--- src/rtl/mand_pixel_scheduler_pkg.sv ---
// Shared fixed-point constants and FSM encoding for the Mandelbrot pixel scheduler.
// c values are signed 4.23; solver result -1 marks a converged pixel.
package mand_defs;
  localparam int FRAC_BITS = 23;
  localparam int INT_BITS  = 4;
  localparam int C_W       = INT_BITS + FRAC_BITS;

  typedef enum logic [1:0] {
    ST_IDLE  = 2'd0,
    ST_LOAD  = 2'd1,
    ST_SOLVE = 2'd2,
    ST_EMIT  = 2'd3
  } state_t;

  localparam logic signed [31:0] ITER_CONVERGED = -32'sd1;
endpackage

--- src/rtl/mand_pixel_scheduler_if.sv ---
// Pixel result port towards the frame-buffer writer; valid/ready handshake.
// The scheduler drives the master side, the writer the slave side.
interface mand_pixel_scheduler_if #(
  parameter int X_W = 10,
  parameter int Y_W = 9
);
  logic                pix_valid;
  logic                pix_ready;
  logic [X_W-1:0]      pix_x;
  logic [Y_W-1:0]      pix_y;
  logic signed [31:0]  pix_iter;

  modport master (output pix_valid, output pix_x, output pix_y, output pix_iter, input pix_ready);
  modport slave  (input pix_valid, input pix_x, input pix_y, input pix_iter, output pix_ready);
endinterface

--- src/rtl/mand_pixel_scheduler_coord_stepper.sv ---
// Raster walker: holds pixel x/y and the matching complex coordinate c.
// Real axis grows to the right, imaginary axis shrinks downward; sums wrap.
module coord_stepper
  import mand_defs::*;
#(
  parameter int H_PIXELS = 640,
  parameter int V_PIXELS = 480,
  parameter int X_W      = 10,
  parameter int Y_W      = 9
) (
  input  logic                  clock,
  input  logic                  reset,
  input  logic                  init,
  input  logic                  next_pixel,
  input  logic signed [C_W-1:0] i_re_start,
  input  logic signed [C_W-1:0] i_im_start,
  input  logic signed [C_W-1:0] i_step,
  output logic signed [C_W-1:0] o_c_re,
  output logic signed [C_W-1:0] o_c_im,
  output logic [X_W-1:0]        o_x,
  output logic [Y_W-1:0]        o_y,
  output logic                  last_col,
  output logic                  last_row
);
  logic signed [C_W-1:0] r_re_start;
  logic signed [C_W-1:0] r_step;
  logic signed [C_W-1:0] r_c_re;
  logic signed [C_W-1:0] r_c_im;
  logic [X_W-1:0]        r_x;
  logic [Y_W-1:0]        r_y;

  always_ff @(posedge clock) begin
    if (!reset) begin
      r_re_start <= '0;
      r_step     <= '0;
      r_c_re     <= '0;
      r_c_im     <= '0;
      r_x        <= '0;
      r_y        <= '0;
    end else if (init) begin
      r_re_start <= i_re_start;
      r_step     <= i_step;
      r_c_re     <= i_re_start;
      r_c_im     <= i_im_start;
      r_x        <= '0;
      r_y        <= '0;
    end else if (next_pixel) begin
      if (!last_col) begin
        r_x    <= r_x + 1'b1;
        r_c_re <= r_c_re + r_step;
      end else begin
        r_x    <= '0;
        r_y    <= r_y + 1'b1;
        r_c_re <= r_re_start;
        r_c_im <= r_c_im - r_step;
      end
    end
  end

  assign last_col = (r_x == X_W'(H_PIXELS - 1));
  assign last_row = (r_y == Y_W'(V_PIXELS - 1));
  assign o_c_re   = r_c_re;
  assign o_c_im   = r_c_im;
  assign o_x      = r_x;
  assign o_y      = r_y;
endmodule

--- src/rtl/mand_pixel_scheduler.sv ---
// Walks a frame in raster order, restarts the solver per pixel and emits (x, y, iterations).
// One pixel in flight; the result is held on the valid/ready port until accepted.
module mand_pixel_scheduler
  import mand_defs::*;
#(
  parameter int H_PIXELS = 640,
  parameter int V_PIXELS = 480,
  parameter int X_W      = 10,
  parameter int Y_W      = 9
) (
  input  logic                  clock,
  input  logic                  reset,
  input  logic                  start,
  input  logic signed [C_W-1:0] re_start,
  input  logic signed [C_W-1:0] im_start,
  input  logic signed [C_W-1:0] step,
  input  logic [9:0]            iter_limit,
  output logic                  busy,
  output logic                  frame_done,
  output logic                  solver_reset,
  output logic signed [C_W-1:0] solver_c_re,
  output logic signed [C_W-1:0] solver_c_im,
  output logic [9:0]            solver_iter_limit,
  input  logic                  solver_ready,
  input  logic signed [31:0]    solver_out,
  mand_pixel_scheduler_if.master pix
);
  state_t             r_state;
  state_t             w_state_nxt;
  logic               w_accept;
  logic               w_capture;
  logic               w_hs;
  logic               w_last_pix;
  logic               w_last_col;
  logic               w_last_row;
  logic [X_W-1:0]     w_x;
  logic [Y_W-1:0]     w_y;
  logic               r_busy;
  logic               r_frame_done;
  logic               r_pix_valid;
  logic [X_W-1:0]     r_pix_x;
  logic [Y_W-1:0]     r_pix_y;
  logic signed [31:0] r_pix_iter;
  logic [9:0]         r_iter_limit;

  coord_stepper #(
    .H_PIXELS (H_PIXELS),
    .V_PIXELS (V_PIXELS),
    .X_W      (X_W),
    .Y_W      (Y_W)
  ) u_stepper (
    .clock      (clock),
    .reset      (reset),
    .init       (w_accept),
    .next_pixel (w_hs && !w_last_pix),
    .i_re_start (re_start),
    .i_im_start (im_start),
    .i_step     (step),
    .o_c_re     (solver_c_re),
    .o_c_im     (solver_c_im),
    .o_x        (w_x),
    .o_y        (w_y),
    .last_col   (w_last_col),
    .last_row   (w_last_row)
  );

  assign w_last_pix = w_last_col && w_last_row;

  // A start coinciding with frame_done is dropped so back-to-back frames need a fresh request.
  always_comb begin
    w_state_nxt = r_state;
    w_accept    = 1'b0;
    w_capture   = 1'b0;
    w_hs        = 1'b0;
    case (r_state)
      ST_IDLE: begin
        if (start && !r_frame_done) begin
          w_accept    = 1'b1;
          w_state_nxt = ST_LOAD;
        end
      end
      ST_LOAD: w_state_nxt = ST_SOLVE;
      ST_SOLVE: begin
        if (solver_ready) begin
          w_capture   = 1'b1;
          w_state_nxt = ST_EMIT;
        end
      end
      ST_EMIT: begin
        if (r_pix_valid && pix.pix_ready) begin
          w_hs        = 1'b1;
          w_state_nxt = w_last_pix ? ST_IDLE : ST_LOAD;
        end
      end
      default: w_state_nxt = ST_IDLE;
    endcase
  end

  always_ff @(posedge clock) begin
    if (!reset) begin
      r_state      <= ST_IDLE;
      r_busy       <= 1'b0;
      r_frame_done <= 1'b0;
      r_pix_valid  <= 1'b0;
      r_pix_x      <= '0;
      r_pix_y      <= '0;
      r_pix_iter   <= '0;
      r_iter_limit <= '0;
    end else begin
      r_state      <= w_state_nxt;
      r_frame_done <= w_hs && w_last_pix;
      if (w_accept) begin
        r_busy       <= 1'b1;
        r_iter_limit <= iter_limit;
      end else if (w_hs && w_last_pix) begin
        r_busy <= 1'b0;
      end
      if (w_capture) begin
        r_pix_valid <= 1'b1;
        r_pix_x     <= w_x;
        r_pix_y     <= w_y;
        r_pix_iter  <= solver_out;
      end else if (w_hs) begin
        r_pix_valid <= 1'b0;
      end
    end
  end

  // The solver runs only in SOLVE; everywhere else it is held in restart.
  assign solver_reset      = (r_state != ST_SOLVE);
  assign solver_iter_limit = r_iter_limit;
  assign busy              = r_busy;
  assign frame_done        = r_frame_done;
  assign pix.pix_valid     = r_pix_valid;
  assign pix.pix_x         = r_pix_x;
  assign pix.pix_y         = r_pix_y;
  assign pix.pix_iter      = r_pix_iter;
endmodule

--- src/flat_wrapper.sv ---
// flat-port wrapper written by rule: the top's interface ports become plain ports
module mand_pixel_scheduler_flat import mand_defs::*;
#(
  parameter int H_PIXELS = 640,
  parameter int V_PIXELS = 480,
  parameter int X_W      = 10,
  parameter int Y_W      = 9
)
  (clock, reset, start, re_start, im_start, step, iter_limit, busy, frame_done, solver_reset, solver_c_re, solver_c_im, solver_iter_limit, solver_ready, solver_out, pix_pix_valid, pix_pix_x, pix_pix_y, pix_pix_iter, pix_pix_ready);
  mand_pixel_scheduler_if #(.X_W(X_W), .Y_W(Y_W)) pix_i ();
  input  logic clock;
  input  logic reset;
  input  logic start;
  input  logic signed [C_W-1:0] re_start;
  input  logic signed [C_W-1:0] im_start;
  input  logic signed [C_W-1:0] step;
  input  logic [9:0] iter_limit;
  output logic busy;
  output logic frame_done;
  output logic solver_reset;
  output logic signed [C_W-1:0] solver_c_re;
  output logic signed [C_W-1:0] solver_c_im;
  output logic [9:0] solver_iter_limit;
  input  logic solver_ready;
  input  logic signed [31:0] solver_out;
  output wire logic [$bits(pix_i.pix_valid)-1:0] pix_pix_valid;
  output wire logic [$bits(pix_i.pix_x)-1:0] pix_pix_x;
  output wire logic [$bits(pix_i.pix_y)-1:0] pix_pix_y;
  output wire logic [$bits(pix_i.pix_iter)-1:0] pix_pix_iter;
  input wire logic [$bits(pix_i.pix_ready)-1:0] pix_pix_ready;
  assign pix_pix_valid = pix_i.pix_valid;
  assign pix_pix_x = pix_i.pix_x;
  assign pix_pix_y = pix_i.pix_y;
  assign pix_pix_iter = pix_i.pix_iter;
  assign pix_i.pix_ready = pix_pix_ready;
  mand_pixel_scheduler #(.H_PIXELS(H_PIXELS), .V_PIXELS(V_PIXELS), .X_W(X_W), .Y_W(Y_W)) u_core (.clock(clock), .reset(reset), .start(start), .re_start(re_start), .im_start(im_start), .step(step), .iter_limit(iter_limit), .busy(busy), .frame_done(frame_done), .solver_reset(solver_reset), .solver_c_re(solver_c_re), .solver_c_im(solver_c_im), .solver_iter_limit(solver_iter_limit), .solver_ready(solver_ready), .solver_out(solver_out), .pix(pix_i));
endmodule
--- config.mk ---
export PLATFORM = sky130hd
export DESIGN_NAME = mand_pixel_scheduler_flat
export DESIGN_NICKNAME = d
export VERILOG_FILES = /design/src/rtl/mand_pixel_scheduler_pkg.sv /design/src/rtl/mand_pixel_scheduler_if.sv /design/src/rtl/mand_pixel_scheduler_coord_stepper.sv /design/src/rtl/mand_pixel_scheduler.sv /design/src/flat_wrapper.sv
export SDC_FILE = /design/constraint.sdc
export NUM_CORES = 1
export LEC_CHECK = 0
export ABC_AREA = 1
export CAP_MARGIN = 20
export CORE_ASPECT_RATIO = 0.7
export CORE_UTILIZATION = 53
export CTS_BUF_LIST = sky130_fd_sc_hd__clkbuf_2 sky130_fd_sc_hd__clkbuf_4 sky130_fd_sc_hd__clkbuf_8
export CTS_CLUSTER_DIAMETER = 120
export CTS_CLUSTER_SIZE = 24
export DETAILED_ROUTE_END_ITERATION = 10
export GPL_TIMING_DRIVEN = 0
export HOLD_SLACK_MARGIN = 0.1
export PLACE_DENSITY = 0.86
export SETUP_SLACK_MARGIN = 0.1
export SYNTH_ARGS = -nofsm -noshare
export SYNTH_HDL_FRONTEND = slang
export SYNTH_SLANG_ARGS = --single-unit
export TNS_END_PERCENT = 5
--- constraint.sdc ---
create_clock -name clock -period 2.3 [get_ports clock]
set_clock_uncertainty 0.15 [all_clocks]
set_input_delay 0.345 -clock clock [delete_from_list [all_inputs] [get_ports clock]]
set_output_delay 0.345 -clock clock [all_outputs]
set_load 0.01 [all_outputs]
==> results list <==
* Result of the run: complete, but fails checks
* Failing checks: negative setup slack
- Counting every net in the synthesized netlist gives 1923.
- Gate family responsible for the most delay along the worst path: buffers and inverters
- The final-report max-slew violation count was 0.
- 247 I/O pins were placed.
- Detailed placement finished with a half-perimeter wire length of 34000 um.
- Most frequent cells after synthesis: sky130_fd_sc_hd__nand2_1 (433), sky130_fd_sc_hd__nor2_1 (208), sky130_fd_sc_hd__inv_1 (202)
- Initial antenna violation count: 1
- Clock-pin slew reported for the worst setup and hold paths after clock tree synthesis: 0.11 ns
* Share of the synthesized area in the top cell type: 0.344
- Synth Area in Adders: 0.0670
- Final setup TNS: -0.0206 ns
- Yosys warning total: 0
* Final std cell area, no fill: 14900 um^2
- Fraction of synthesized area in multiplexers: 0
- Core ar.: 20800 um^2
- Combinational share of power: 0.584
- In this run the power spent charging and discharging nets is ~8600 uW.
- Most instantiated library cell after synthesis: sky130_fd_sc_hd__nand2_1
* Slew at the pin closest to its max-slew limit: 0.824 ns
* CTS H-tree lvls: 4
* Worst setup slack before clock tree synthesis: -0.703 ns
- Required @ worst endpoint: roughly 2.5 ns
* Achievable frequency: about 430 MHz
- In this run, the number of DRC markers left after iteration 0 of detailed routing was 1610.
- Post-synth ARST share: 0
- On the worst path, the slowest cell contributes a delay of 0.62 ns.
- Post-synthesis share of cell area spent on and, or, nand and nor gates: 0.296
* Post-synth design cell area: 11200 um^2
- Maximum fanout along the worst path: 10
* Startpoint class of the critical path: register
* EDFF count, synth: 0
* Number of maximum-capacitance constraint violations: 0
* Insertion delay of the later-clocked pin in the worst-skew pair: between 0.4 and 0.5 ns
* Switching portion of total power: 0.476
* Slowest cell on the critical path: sky130_fd_sc_hd__clkbuf_1
* Main combinational cell family by area after synthesis: simple AND/OR/NAND/NOR gates
- Worst EP arrival: 2.55 ns
* Average footprint of a synthesized cell: 6.47 um^2
* Number of sinks on the clock net: 193
- Worst slew slack as a fraction of its limit: 0.451
* Capturing element type of the critical path: register
- Most frequent cell on the critical path: sky130_fd_sc_hd__inv_2
- Final cell utilization of the core: 0.720
- Share of power burned in registers: 0.276
* Final nets: roughly 2.2k
- Entering global routing, the biggest net connects 18 pins.
* Share of the synthesized netlist area taken by xor and xnor gates: 0.0203
* Wire length after detailed routing: 43400 um
- Remaining antenna violation count: 0
* Cell types occupying the most area after synthesis: sky130_fd_sc_hd__dfxtp_1 (34%), sky130_fd_sc_hd__nand2_1 (14%), sky130_fd_sc_hd__o21ai_0 (7.7%), sky130_fd_sc_hd__a21oi_1 (7.7%), sky130_fd_sc_hd__nor2_1 (6.9%)
- For this run, design rule violations remaining after detail routing come to 0.
- In this run the worst hold path is classified as input pin to register.
* Residual overflow from global routing: 0
* Die footprint: 21800 um^2
- Power spread over the standard cell area amounts to 1210 nW/um^2.
- Traced cell by cell, the critical path runs through inv_2 > nand4_1 > nor2_8 > inv_2 > clkbuf_1 > nand3_1 > nand2_1 > a21oi_1.
- Site Rows: 44
- Clock root cell: sky130_fd_sc_hd__clkbuf_8
- Internal power contribution: roughly 9500 uW
- Number of buffers on the longest clock path: 2
* Via-per-instance ratio: 5.66
* Sequential element share of the synthesized area: 0.344
* Tot Pwr: 18100 uW
* Final period util: 1.01
* Count of buffering cells on the critical path with inverters included: 3
- Most used DFF post-synth: sky130_fd_sc_hd__dfxtp_1
- The worst setup path is of the register to register kind.
- Chip height: 124 um
- Max IR drop VDD: 676 uV
* DR WL/cell: 18.9 um
* Proportion of layout cells with a drive suffix above 1: 0.101
* Total of buffers placed on input and output ports: 246
- Total global-route track usage: 0.387
- Yosys mapped the design onto 43 distinct sky130hd cell types.
- Setup violations remaining at the end of the flow were counted as 1.
* Total vias in the final route: 13.0k
- After synthesis the netlist holds a flip-flop and latch count of 193.
- TritonCTS created 17 clock buffers.
- Clock network fraction of design power: 0.140
- The via count of the first global-routing pass came to 11.7k.
- Area after DPL: 14000 um^2
* Area fraction in compound gates after synthesis: 0.176
- The first global-routing pass estimated 63800 um of wire.
- The final hold violation count is 0.
* Slack of the critical path: -0.0206 ns
- Post-cts hold buffer count: 0
- Horizontal die dimension: 176 um
- Leakage Power: between 0.006 and 0.007 uW
* Clock tree from TritonCTS: done
- Counting I/O delays and the setup requirement, the final critical path takes ~2.3 ns.
- Setup repair after global routing could not meet its margin everywhere.
* GPL Wtd Cong: 1.02
- Layout overhead on the synthesized area: 33.0%
- Initial cell density of the core: 0.541
- First drt pass iteration count: 6
- Counting every instance in the synthesized netlist gives 1736.
- Cell accounting for the most synthesized area: sky130_fd_sc_hd__dfxtp_1
-- cell families after synthesis --
logic type / count (synthesis)
DFF: 193
adders and majority gates: 59
xor gates and xnor gates: 26
AOI/OAI and AO/OA: 382
and+or+nand+nor: 797
buffers and inverters: 279
-- cells in the final DEF, fill, tap and decap left out, drive strengths merged --
master	count
a21o	1
a21oi	173
a22oi	1
a31oi	12
and2	2
buf	22
bufinv	3
clkbuf	66
clkdlybuf4s50	245
clkinv	4
clkinvlp	3
dfxtp	193
diode	2
dlygate4sd2	1
fa	2
ha	57
inv	214
nand2	440
nand2b	1
nand3	97
nand3b	2
nand4	19
nor2	210
nor3	17
nor4	3
o211ai	5
o21a	2
o21ai	178
o21bai	5
o221ai	4
o22ai	1
or2	6
xnor2	10
xor2	16
-- worst min-delay path: stages --
cell                              delay (ns)
sky130_fd_sc_hd__clkdlybuf4s50_1        0.39
sky130_fd_sc_hd__nand2_1                0.06
sky130_fd_sc_hd__a21oi_1                0.05
-- state kept, by name (all words and copies together) (netlist names) --
name / flops
u_core.busy: 1
u_core.frame_done: 1
u_core.pix.pix_iter: 32
u_core.pix.pix_valid: 1
u_core.pix.pix_x: 10
u_core.pix.pix_y: 9
u_core.r_state: 2
u_core.solver_iter_limit: 10
u_core.u_stepper.o_c_im: 27
u_core.u_stepper.o_c_re: 27
u_core.u_stepper.o_x: 10
u_core.u_stepper.o_y: 9
u_core.u_stepper.r_re_start: 27
u_core.u_stepper.r_step: 27
-- repair_timing --
item                                    in CTS  in global routing
gates resized for setup                     61                 98
pin swaps                                    6                 12
endpoints found under the setup margin     115                 73
buffers inserted                             0                  1
-- power groups by stage --
stage	clock network (uW)	logic, uW	registers (uW)
after floorplan	0	5980	4930
after global placement	0	9470	4900
after detailed placement	0	9620	4920
after CTS	2510	9820	4880
after global routing	2630	11600	5040
final	2530	10500	4990
-- metal layers --
| layer | global-route usage | up-vias | routed length [um] |
|---|---|---|---|
| met5 | 0 | - | 0 |
| li1 | - | 6160 | - |
| met2 | 0.569 | 702 | 18000 |
| met1 | 0.553 | 6022 | 19400 |
| met3 | 0.0943 | 93 | 4860 |
| met4 | 0.124 | 0 | 1150 |
-- through the flow --
stage | instances | hold WS, ns
after global placement | 2258 | 0.300
after floorplan | 1736 | 0.292
after global routing | 2291 | 0.264
after detailed placement | 2258 | 0.306
final | 2293 | 0.257
after CTS | 2290 | 0.244
-- worst paths after layout --
kind	start	to	slack, ns	cells past startpoint
hold / removal	step[0]	u_core.u_stepper.r_step[0]$_SDFFE_PN0P_	0.26	3
hold reg to reg	u_core.solver_iter_limit[9]$_SDFFE_PN0P_	u_core.solver_iter_limit[9]$_SDFFE_PN0P_	0.32	2
setup / recovery	u_core.u_stepper.o_x[7]$_SDFFE_PP0P_	u_core.u_stepper.o_c_re[17]$_SDFFE_PN0P_	-0.02	8
setup reg to reg	u_core.u_stepper.o_x[7]$_SDFFE_PP0P_	u_core.u_stepper.o_c_re[17]$_SDFFE_PN0P_	-0.02	8
-- layout make-up --
type | instances | area, um^2
fill | 1727 | 5810
tap | 276 | 345
sequential | 193 | 3900
multi-input combinational | 1264 | 6660
clock inverter | 12 | 173
clock buffer | 20 | 263
antenna | 2 | 5.00
timing repair buffer | 247 | 2470
inverter | 212 | 808
buffer | 67 | 322
No activity file was read; power rests on OpenSTA's default activity.
